$ cat config.mk
export PLATFORM = sky130hd
export DESIGN_NAME = hazard_ctrl
export DESIGN_NICKNAME = d
export VERILOG_FILES = /design/src/rtl/hazard_ctrl.sv
export SDC_FILE = /design/constraint.sdc
export NUM_CORES = 1
export LEC_CHECK = 0
export BUFFER_PORTS_ARGS = -buffer_cell sky130_fd_sc_hd__clkbuf_2
export CORE_AREA = 2 2 60 62
export CTS_BUF_LIST = sky130_fd_sc_hd__clkbuf_4 sky130_fd_sc_hd__clkbuf_8
export CTS_CLUSTER_DIAMETER = 80
export DETAILED_ROUTE_END_ITERATION = 10
export DIE_AREA = 0 0 62 64
export PLACE_DENSITY = 0.79
export SETUP_SLACK_MARGIN = 0.2
export SLEW_MARGIN = 20
export SYNTH_ARGS = -nofsm -noshare
export SYNTH_HDL_FRONTEND = slang
export SYNTH_SLANG_ARGS = --single-unit
$ cat constraint.sdc
create_clock -name clk -period 2.1 [get_ports clk]
set_input_delay 0.21 -clock clk [delete_from_list [all_inputs] [get_ports clk]]
set_output_delay 0.21 -clock clk [all_outputs]
set_load 0.01 [all_outputs]
$ cat src/rtl/hazard_ctrl.sv
// D-stage hazard controller: keeps a shadow pipeline of {A3, T_new} per post-D stage
// plus a mult/div busy counter, and from them produces the stall and forwarding selects.
module hazard_ctrl #(
  parameter  int STAGES  = 3,
  parameter  int MUL_CYC = 5,
  parameter  int DIV_CYC = 10,
  localparam int SW      = $clog2(STAGES + 1)
) (
  input  logic          clk,
  input  logic          reset,
  input  logic          d_valid,
  input  logic [4:0]    d_rs,
  input  logic [4:0]    d_rt,
  input  logic [1:0]    d_tuse_rs,
  input  logic [1:0]    d_tuse_rt,
  input  logic [1:0]    d_tnew,
  input  logic [4:0]    d_a3,
  input  logic          d_md,
  input  logic          d_is_div,
  input  logic          d_mfmt,
  output logic          stall,
  output logic [SW-1:0] fwd_rs_sel,
  output logic [SW-1:0] fwd_rt_sel,
  output logic          mdu_start,
  output logic          mdu_busy
);

  localparam int MAXC = (MUL_CYC > DIV_CYC) ? MUL_CYC : DIV_CYC;
  localparam int CW   = $clog2(MAXC + 1);

  logic [4:0]        a3_q   [STAGES];
  logic [4:0]        a3_d   [STAGES];
  logic [1:0]        tnew_q [STAGES];
  logic [1:0]        tnew_d [STAGES];
  logic [CW-1:0]     cnt_q, cnt_d;
  logic              start_q, start_d;

  logic [STAGES-1:0] match_rs, match_rt, haz_rs, haz_rt;
  logic              mdu_haz, issue;

  for (genvar gi = 0; gi < STAGES; gi++) begin : g_stage
    // Register 0 is never a real destination, so it can never match.
    assign match_rs[gi] = (a3_q[gi] != 5'd0) && (a3_q[gi] == d_rs);
    assign match_rt[gi] = (a3_q[gi] != 5'd0) && (a3_q[gi] == d_rt);
    assign haz_rs[gi]   = match_rs[gi] && (tnew_q[gi] > d_tuse_rs);
    assign haz_rt[gi]   = match_rt[gi] && (tnew_q[gi] > d_tuse_rt);

    if (gi == 0) begin : g_head
      assign a3_d[gi]   = issue ? d_a3   : 5'd0;
      assign tnew_d[gi] = issue ? d_tnew : 2'd0;
    end else begin : g_tail
      assign a3_d[gi]   = a3_q[gi-1];
      assign tnew_d[gi] = (tnew_q[gi-1] == 2'd0) ? 2'd0 : tnew_q[gi-1] - 2'd1;
    end
  end

  // Scan oldest to youngest so the youngest match wins; a young, unfinished
  // producer therefore shadows any older ready one and yields 0.
  always_comb begin
    fwd_rs_sel = '0;
    fwd_rt_sel = '0;
    for (int i = STAGES - 1; i >= 0; i--) begin
      if (match_rs[i]) fwd_rs_sel = (tnew_q[i] == 2'd0) ? SW'(i + 1) : '0;
      if (match_rt[i]) fwd_rt_sel = (tnew_q[i] == 2'd0) ? SW'(i + 1) : '0;
    end
  end

  assign mdu_busy  = (cnt_q != '0);
  assign mdu_start = start_q;
  assign mdu_haz   = d_valid && (d_md || d_mfmt) && (mdu_busy || start_q);
  assign stall     = (d_valid && ((|haz_rs) || (|haz_rt))) || mdu_haz;
  assign issue     = d_valid && !stall;

  always_comb begin
    start_d = issue && d_md;
    cnt_d   = cnt_q;
    if (issue && d_md) begin
      cnt_d = d_is_div ? CW'(DIV_CYC) : CW'(MUL_CYC);
    end else if (cnt_q != '0) begin
      cnt_d = cnt_q - CW'(1);
    end
  end

  always_ff @(posedge clk or negedge reset) begin
    if (!reset) begin
      for (int i = 0; i < STAGES; i++) begin
        a3_q[i]   <= 5'd0;
        tnew_q[i] <= 2'd0;
      end
      cnt_q   <= '0;
      start_q <= 1'b0;
    end else begin
      for (int i = 0; i < STAGES; i++) begin
        a3_q[i]   <= a3_d[i];
        tnew_q[i] <= tnew_d[i];
      end
      cnt_q   <= cnt_d;
      start_q <= start_d;
    end
  end

endmodule

# --- Word-level counts from Yosys, hierarchy flattened ---
# Index checks and enable logic that the tools add are counted.
op_classes:
  n_addsub: 3
  magnitude_cmp: 6
  n_eq_ne: 6
  muxes: 16
  reduce_logical: 32
op_table:
  columns: ["cell", "count"]
  rows:
  - ["equality test 5 bit", 6]
  - ["two-way mux 2 bit", 11]
  - ["logical AND 1 bit", 17]
  - ["nonzero test 5 bit", 3]
  - ["> comparator 2 bit", 6]
  - ["two-way mux 4 bit", 3]
  - ["zero test 2 bit", 3]
  - ["OR reduction 3 bit", 2]
  - ["two-way mux 5 bit", 1]
  - ["logical OR 1 bit", 4]
  - ["nonzero test 4 bit", 1]
  - ["subtractor 2 x 1 -> 2 bit, second input constant", 2]
  - ["subtractor 4 x 1 -> 4 bit, second input constant", 1]
  - ["nonzero test 2 bit", 1]
  - ["zero test 1 bit", 1]
  - ["two-way mux 1 bit", 1]
word_totals:
  reg_bits: 26
  output_inout_bits: 7
  wordCells: 71

# --- Longest topological paths before layout ---
# Gate-level depths: netlist of run 1.
logic_depth:
  ltp_word: 11
  mapped_depth: 9
  ltp_nobuf: 8

# --- Least setup slack after synthesis of run 1 ---
# No wires, ideal clock.
synth_timing:
  path_type: "register to register"
  start: "reg cnt_q[0]"
  end: "reg cnt_q[1]"
  setup_ps: 125
  t_arrival_ps: 2039
  path_slack_ps: -64
  path_stages_with_launch: 10
  synth_period_minus_slack_ps: 2164
  cell_sequence: "dfrtp_1 -> inv_1 -> ha_1 -> or3b_1 -> clkbuf_1 -> o22ai_1 -> o31ai_1 -> a211oi_2 -> nand4_1 -> mux2_2"
synth_via:
  elab_chain_cells: 8
  elab_cells_between_ends: 11
synth_rtl:
  columns: ["element", "line_no", "source"]
  rows:
  - ["start, declared", "35", "logic [CW-1:0] cnt_q, cnt_d;"]
  - ["start signal, assigned", "97", "cnt_q <= cnt_d;"]
  - ["nonzero test 4 bit (*)", "68", "assign mdu_busy = (cnt_q != '0);"]
  - ["net mdu_busy", "25", "output logic mdu_busy"]
  - ["logical OR 1 bit", "70", "assign mdu_haz = d_valid && (d_md || d_mfmt) && (mdu_busy || start_q);"]
  - ["logical AND 1 bit", "70", null]
  - ["logical OR 1 bit", "71", "assign stall = (d_valid && ((|haz_rs) || (|haz_rt))) || mdu_haz;"]
  - ["zero test 1 bit", "72", "assign issue = d_valid && !stall;"]
  - ["logical AND 1 bit", "72", null]
  - ["logical AND 1 bit", "77", "if (issue && d_md) begin"]
  - ["two-way mux 4 bit or nonzero test 2 bit (tied branches)", null, null]
# The timed path passes the listed nets; every way through them passes the cells marked *. The select of a mux whose other input is x is not followed.
# A chain may end at the register's enable or synchronous reset.

# --- Final worst setup path of run 1 ---
layout_timing:
  start: "reg a3_q, in the netlist a3_d[3]"
  end: "out fwd_rt_sel[1]"
layout_via:
  elab_chain_cells: 4
  elab_cells_between_ends: 5
layout_rtl:
  columns: ["element", "line_no", "source"]
  rows:
  - ["start, declared", "31", "logic [4:0] a3_q [STAGES];"]
  - ["start signal, assigned by index", "94", "a3_q[i] <= a3_d[i];"]
  - ["equality test 5 bit or nonzero test 5 bit (tied branches)", "44", "assign match_rt[gi] = (a3_q[gi] != 5'd0) && (a3_q[gi] == d_rt);"]
  - ["logical AND 1 bit (*)", "44", null]
  - ["two-way mux 2 bit (*) (2 in series)", "64", "if (match_rt[i]) fwd_rt_sel = (tnew_q[i] == 2'd0) ? SW'(i + 1) : '0;"]
  - ["end, declared", "23", "output logic [SW-1:0] fwd_rt_sel,"]
# Mark *: on every way between the ends. The rest lies on a longest branch, timed or not.

==> flow_summary.ini, run 1 <==
[status]
outcome = finished with violations
violations = negative setup slack

[routing]
via_count = 1434
vias_per_cell = 4.997
drt_pass1_iterations = 4
dr.first_iter.drc_count = 64
routed_wirelength_um = 4225
drcViolationCount = 0
wire_per_inst_um = 14.72
ant_nets = 0

[yosys]
syn_inst = 169
synth_cell_types = 34
ys_seq_area_frac = 0.3933
syn_area_per_cell_um2 = 9.787
synth-main-ff-cell = dfrtp_1
synth_edf_count = 0
yosys_warnings = 0
ys_ff_latch = 26
synthArstFlopShare = 1.000
syn_nets = 210
syn_area_mm2 = 0.001654

[sta]
drv_slew = 0
post-route-min-period_ns = 2.572
tightestPinTransition_ns = 0.6721
grt_setup_unrepaired = yes
fmax_mhz = 388.7
relSlewSlack = 0.5519
period_share = 1.225
finalHoldViolCount = 0
setup_slack_ns = -0.4725
finalSetupViolCount = 17
fin_skew_ns = 0.006860

[floorplan]
die_h_um = 64
start_util = 0.5036
die_w_um = 62
coreArea_mm2 = 0.003284
fp-row-count = 21
ios = 34
die_area_mm2 = 0.003968

[global_route]
grt_pass1_vias = 1473
met3_usage = 0.02227
met2_usage = 0.3724
globalRouteMet1Util = 0.2659
grt_pass1_wl_um = 6430
grt_overflow = 0
grt_usage = 0.2184
grt_busiest_layer = met2
antenna_found_initial = 0
grt_max_degree = 27

[clock_network]
htree_levels = 1
cts_root_buffer = clkbuf_4
cts_sinks = 26
clk_latency_ns = 0.33
tritoncts = done
cts_buffer_depth = 2
path_clk_slew_ns = 0.14
cts_buffers = 3

[layout]
final_area_mm2 = 0.002312
layout-drive-gt1-share = 0.4191
fin_util = 0.7040
final_common_cell = buf_4
n_antenna_cell = 0
final_cell_mix = buf_4, clkbuf_2, dfrtp_1
layout.nets = 284
area.growth.synth_to_final_pct = 39.79

[hold_path]
hold_path_depth = 3
worst_hold_startpoint = d_a3[0]
holdPathEnd = a3_d[5]$_DFF_PN0_
hold_class = in -> reg

[placement]
io_buffers = 33
gp_congestion = 0.8755
placed_area_mm2 = 0.002046
dp_hpwl_um = 2934

[worst_setup_path]
rr_endpoint = cnt_q[3]$_DFFE_PN0P_
rr_worst_depth = 8
critPathRequiredTime_ns = 1.89
reg2reg_setup_slack_ns = -0.37
critPathMaxFanout = 3
cp_data_arrival_time_ns = 2.36
r2r_start = a3_d[3]$_DFF_PN0_
worstSetupPathType = reg -> out
startpoint_type = flop
end_kind = primary output

[power_and_ir_drop]
p_per_area_mw_per_mm2 = 701.7
vdd_drop_max_mv = 0.4976
total_power_uw = 1623
p_leak_uw = 0.001177

[flow_run]
drv_cap = 0
-- cell type report --
cell class	count	area [um^2]
multi-input cells	120	1028
fillers	252	972.2
flip-flops and latches	26	650.6
repair buffers	70	470.5
inverters	22	82.58
well taps	46	57.56
clock buffers	3	22.52
-- worst max-delay path, stage by stage (launching register included) --
cell	delay [ns]
dfrtp_1	0.41
or4_4	0.56
o211ai_1	0.26
nor4_1	0.08
buf_4	0.15
and3b_1	0.23
a21oi_1	0.05
nor2_1	0.14
buf_2	0.15
-- logic make-up after synthesis --
logic type | share of synthesized area
mux | 0.02647
compound gates | 0.1120
fa+ha+maj | 0.1059
simple gates | 0.1407
flops | 0.3933
buf+inv | 0.05219
xor+xnor | 0.1694
-- where the power goes --
part / leakage (uW) / switching [uW] / internal, uW
combinational: 0.000814 / 350 / 417
clock: 0.0000138 / 152 / 67.5
sequential: 0.000349 / 62.9 / 574
-- cell usage after synthesis (2+ instances only) --
library cell   n  area [um^2]
dfrtp_1       26        650.6
inv_1         22        82.58
xnor2_1       21        183.9
nor2_1        15        56.30
ha_1          14        175.2
xor2_1        11        96.34
a21oi_1       10        50.05
nand2_1        5        18.77
nand3_1        4        20.02
nor3_1         4        20.02
mux2_2         3        33.78
nor2b_1        3        18.77
o211ai_2       3        37.54
a211oi_1       2        15.01
and2_1         2        12.51
nand4_1        2        12.51
nor4_1         2        12.51
o21ai_0        2        10.01
o31ai_1        2        15.01
or4_4          2        22.52
-- sequential cells by signal (all words and copies together), names as in the netlist --
| name | cells |
|---|---|
| tnew_q | 6 |
| cnt_q | 4 |
| mdu_start | 1 |
| a3_d | 10 |
| a3_q | 5 |
-- metal layers --
metal,routed length [um],up-vias
li1,-,715
met1,1799,677
met2,2202,33
met3,132,9
met4,91,0
met5,0,-
-- timing repair --
item / 4_1_cts / 5_1_grt
resized for setup: 20 / 17
hold endpoints to repair: 26 / 0
hold buffers: 1 / 0
endpoints found under the setup margin: 17 / 18
setup buffers: 8 / 5
pin swaps: 11 / 9
-- worst max path at each step --
stage | startpoint | end | slack, ns | cells after the start
6_report | a3_d[3]$_DFF_PN0_ | fwd_rt_sel[1] | -0.47 | 8
3_5_place_dp | cnt_q[1]$_DFFE_PN0P_ | cnt_q[3]$_DFFE_PN0P_ | -0.18 | 8
3_3_place_gp | cnt_q[1]$_DFFE_PN0P_ | cnt_q[1]$_DFFE_PN0P_ | -0.10 | 8
5_1_grt | a3_d[3]$_DFF_PN0_ | fwd_rt_sel[1] | -0.52 | 8
4_1_cts | a3_q[4]$_DFF_PN0_ | fwd_rt_sel[0] | -0.31 | 7
2_1_floorplan | cnt_q[0]$_DFFE_PN0P_ | cnt_q[1]$_DFFE_PN0P_ | -0.03 | 9
-- through the flow --
| stage | TNS (ns) | std cells | hold slack [ns] | worst slack, ns |
|---|---|---|---|---|
| floorplan | -0.05327 | 169 | -0.08559 | -0.02664 |
| finish | -5.796 | 287 | 0.04432 | -0.4725 |
| detailed placement | -0.7738 | 270 | 0.2668 | -0.1758 |
| global placement | -0.2862 | 270 | 0.2562 | -0.1008 |
| CTS | -2.349 | 282 | 0.04490 | -0.3141 |
| global route | -6.822 | 287 | 0.05484 | -0.5195 |
Note: power is estimated with default switching activity, not from simulation.
==> inputs of run 2 (changes only) <==
Clock period 2.1 ns to 2.15 ns, I/O delays scaled along.
==> flow_summary.ini, run 2 (same netlist as run 1, synthesis figures left out) <==
[status]
outcome = finished with violations
violations = negative setup slack

[power_and_ir_drop]
total_power_uw = 1545
p_leak_uw = 0.001130
seqPwrFrac = 0.407
clkPwrFrac = 0.163
pwr-share-comb = 0.430
swShare = 0.3361
p_per_area_mw_per_mm2 = 704.4
vdd_drop_max_mv = 0.5705
p_int_uw = 1026
p_sw_uw = 519.4

[clock_network]
clk_latency_ns = 0.33
cts_sinks = 26
path_clk_slew_ns = 0.14
cts_root_buffer = clkbuf_4
tritoncts = done
cts_buffer_depth = 2
cts_buffers = 3
htree_levels = 1

[placement]
dp_hpwl_um = 2796
io_buffers = 33
pre_cts_ws_ns = 0.04031
dp_cells = 261
gp_congestion = 0.8445

[global_route]
grt_max_degree = 27
grt_usage = 0.1922
grt_overflow = 0
grt_pass1_wl_um = 5685
grt_pass1_vias = 1234
antenna_found_initial = 0

[worst_setup_path]
rr_worst_depth = 7
critPathMaxFanout = 2
r2r_start = a3_d[2]$_DFF_PN0_
worstSetupPathType = reg -> out
reg2reg_setup_slack_ns = -0.13
end_kind = primary output
rr_endpoint = cnt_q[3]$_DFFE_PN0P_
crit_path_end = stall
startpoint_type = flop
cp_data_arrival_time_ns = 2.14
critPathRequiredTime_ns = 1.93
startpoint = a3_d[2]$_DFF_PN0_

[routing]
via_count = 1338
dr.first_iter.drc_count = 46
vias_per_cell = 4.865
drt_pass1_iterations = 4
wire_per_inst_um = 13.53
drcViolationCount = 0
ant_nets = 0
routed_wirelength_um = 3720

[sta]
tightestPinTransition_ns = 0.6473
grt_setup_unrepaired = yes
post-route-min-period_ns = 2.353
relSlewSlack = 0.5685
period_share = 1.094
fin_skew_ns = 0.007150
drv_slew = 0
finalSetupViolCount = 8
finalHoldViolCount = 0
fmax_mhz = 425.0
setup_slack_ns = -0.2030

[layout]
num-fill-cells = 243
largest_register_ffs = 10
area.growth.synth_to_final_pct = 32.60
final_cell_mix = clkbuf_2, dfrtp_1, xnor2_1, buf_4, inv_1
finalNonFillerCells = 275
layout-drive-gt1-share = 0.3581
n_antenna_cell = 0
layout.nets = 271
final_common_cell = clkbuf_2

[floorplan]
coreArea_mm2 = 0.003284
die_area_mm2 = 0.003968
die_h_um = 64
ios = 34
fp-row-count = 21
die_w_um = 62
start_util = 0.5036

[hold_path]
worst_hold_startpoint = d_tnew[1]
hold_class = in -> reg

[flow_run]
drv_cap = 0
[run 2: cell count changes in the layout (fill, tap and decap cells not counted), sizes merged]
cell / before / now
buf: 40 / 26
clkbuf: 32 / 34
[run 2: per-stage QoR]
stage	area (um^2)	util	hold slack, ns	setup TNS, ns
6_report	2193	0.6678	0.04699	-1.206
4_1_cts	2102	0.6400	0.04205	-0.9631
3_3_place_gp	1978	0.6023	0.2608	0
3_5_place_dp	1978	0.6023	0.2640	0
2_1_floorplan	1658	-	-0.08059	0
5_1_grt	2193	0.6678	0.05261	-2.066
[run 2: area by class of cell]
cell class                 count  area, um^2  share of cell area
multi-input combinational    120        1005              0.4581
inverter                      22       82.58             0.03765
sequential                    26       650.6              0.2966
clock buffer                   4       36.28             0.01654
tap                           46       57.56             0.02624
timing repair buffer          57       361.6              0.1649
[run 2: metal layers]
layer,part of all wire,track usage
met2,0.48,0.2943
met4,0.020,0.06383
met5,0,0
met1,0.46,0.2766
met3,0.032,0.02429
[run 2: power by group through the flow]
stage	Combinational (uW)	Sequential, uW	Clock, uW
after floorplan	344	624	0
after global placement	487	634	0
after detailed placement	505	633	0
after CTS	563	621	258
after global routing	727	640	273
final	664	630	252
[run 2: what timing repair did]
item                       in CTS  in global routing
hold buffers                    1                  0
resized for setup              12                 16
hold endpoints to repair       26                  0
setup endpoints to repair      16                 18
pin swaps                       1                  2
setup buffers                   4                  5
[run 2: worst max-delay path: stages, from the launching register on]
cell and delay [ns]:
dfrtp_1 0.43, or4_4 0.52, o211ai_2 0.21, a2111oi_2 0.08, a211oi_2 0.22, buf_4 0.15
a31oi_1 0.07, clkbuf_2 0.13
[run 2: worst min-delay path by stage]
stage / end / slack, ns / cells after the start
global route: tnew_q[5]$_DFF_PN0_ / 0.05 / 3
finish: tnew_q[5]$_DFF_PN0_ / 0.05 / 3
global placement: a3_q[4]$_DFF_PN0_ / 0.26 / 1
detailed placement: a3_q[1]$_DFF_PN0_ / 0.26 / 1
floorplan: a3_d[0]$_DFF_PN0_ / -0.08 / 0
CTS: tnew_q[5]$_DFF_PN0_ / 0.04 / 3
==> inputs of run 3 (changes only) <==
Settings changed: CORE_AREA 2 2 60 62 to 2 2 62 64, CTS_BUF_LIST sky130_fd_sc_hd__clkbuf_4 sky130_fd_sc_hd__clkbuf_8 to default, DIE_AREA 0 0 62 64 to 0 0 64 66, PLACE_DENSITY 0.79 to 0.74.
==> flow_summary.ini, run 3 (same netlist as run 1, synthesis figures left out) <==
[worst_setup_path]
crit_path_end = stall
startpoint_type = flop
crit_chain = or4_4 -> buf_4 -> o211ai_4 -> a2111oi_2 -> a211oi_2 -> buf_4 -> a31oi_1 -> clkbuf_2
slowest_stage = or4_4
critPathMaxFanout = 2
reg2reg_setup_slack_ns = -0.17
crit_family = simple AND/OR/NAND/NOR gates
startpoint = a3_d[1]$_DFF_PN0_
critPathRequiredTime_ns = 1.93
rr_endpoint = cnt_q[3]$_DFFE_PN0P_
path_buf_inv = 3
rr_worst_depth = 8
end_kind = primary output
worstSetupPathType = reg -> out
path_depth = 8
r2r_start = a3_d[1]$_DFF_PN0_
path_common_cell = buf_4
cp_data_arrival_time_ns = 2.24
critPathMaxStageDelay_ns = 0.54

[global_route]
antenna_found_initial = 0
grt_pass1_vias = 1376
grt_usage = 0.1876
grt_max_degree = 27
grt_pass1_wl_um = 6127
grt_overflow = 0

[sta]
finalSetupViolCount = 17
setup_slack_ns = -0.3086
fmax_mhz = 406.7
relSlewSlack = 0.5662
grt_setup_unrepaired = yes
fin_skew_ns = 0.005870
post-route-min-period_ns = 2.459
period_share = 1.144
drv_slew = 0
setup-tns-final_ns = -2.471
finalHoldViolCount = 0
tightestPinTransition_ns = 0.6507

[routing]
vias_per_cell = 4.942
wire_per_inst_um = 14.13
routed_wirelength_um = 3927
via_count = 1374
drt_pass1_iterations = 4
dr.first_iter.drc_count = 37
drcViolationCount = 0
ant_nets = 0

[layout]
final_area_mm2 = 0.002232
final_cell_mix = clkbuf_2, dfrtp_1, buf_4
final_common_cell = clkbuf_2
layout.nets = 272
n_antenna_cell = 0
layout-drive-gt1-share = 0.3957
largest_register_ffs = 10
area.growth.synth_to_final_pct = 34.95

[flow_run]
drv_cap = 0

[floorplan]
coreArea_mm2 = 0.003551
die_w_um = 64
die_h_um = 66
die_area_mm2 = 0.004224
fp-row-count = 22
start_util = 0.4658
ios = 34

[placement]
pre_cts_ws_ns = -0.04036
io_buffers = 33
dp_hpwl_um = 2924
gp_congestion = 0.8356
placed_area_mm2 = 0.001996

[power_and_ir_drop]
total_power_uw = 1594
p_per_area_mw_per_mm2 = 714.1
p_leak_uw = 0.001136
vdd_drop_max_mv = 0.4006

[clock_network]
tritoncts = done
path_clk_slew_ns = 0.15
cts_buffer_depth = 2
cts_buffers = 3
clk_latency_ns = 0.32
htree_levels = 1
cts_root_buffer = clkbuf_4
cts_sinks = 26

[hold_path]
hold_path_depth = 3
hold_class = in -> reg

[status]
violations = negative setup slack
outcome = finished with violations
run 3: cell count changes in the layout (fill, tap and decap cells not counted), sizes merged:
| cell | previous run | this run |
|---|---|---|
| clkbuf | 34 | 32 |
| buf | 26 | 28 |
| bufinv | 0 | 1 |
run 3: final cells by class:
type / count / area (um^2)
Clock buffer: 3 / 22.52
Clock inverter: 1 / 30.03
Fill cell: 306 / 1319
Inverter: 22 / 82.58
Multi-Input combinational cell: 120 / 1021
Sequential cell: 26 / 650.6
Tap cell: 48 / 60.06
Timing Repair Buffer: 58 / 365.4
run 3: through the flow:
step | utilization | hold slack (ns) | std cells
floorplan | - | -0.08059 | 169
global placement | 0.5620 | 0.2656 | 265
detailed placement | 0.5620 | 0.2759 | 265
CTS | 0.5969 | 0.05557 | 273
global route | 0.6286 | 0.05314 | 278
finish | 0.6286 | 0.06175 | 278
run 3: worst min path at each step:
stage | endpoint | slack (ns) | start
finish | tnew_q[4]$_DFF_PN0_ | 0.06 | d_tnew[0]
detailed placement | cnt_q[0]$_DFFE_PN0P_ | 0.28 | reset
CTS | a3_d[7]$_DFF_PN0_ | 0.06 | d_a3[2]
floorplan | a3_d[0]$_DFF_PN0_ | -0.08 | reset
global placement | cnt_q[0]$_DFFE_PN0P_ | 0.27 | reset
global route | a3_d[9]$_DFF_PN0_ | 0.05 | d_a3[4]
run 3: power breakdown:
group | switching [uW] | internal (uW)
logic | 296 | 339
registers | 62.5 | 561
clock network | 147 | 188
total | 506 | 1090
run 3: per-layer routing:
layer  global-route usage  up-vias  routed length, um
li1                     -      700                  -
met1               0.2370      636               1710
met2               0.3320       30               1977
met3              0.01704        8                113
met4              0.07065        0                126
met5                    0        -                  0
run 3: tightest hold or removal path, stage by stage:
cell,delay [ns]
clkbuf_2,0.08
inv_1,0.04
nor2_1,0.03
run 3: what timing repair did:
action | 4_1_cts | 5_1_grt
hold endpoints to repair | 26 | 0
pin swaps | 0 | 3
setup buffers | 3 | 5
resized for setup | 10 | 23
endpoints found under the setup margin | 17 | 18
hold buffers | 1 | 0
cloned | 0 | 0
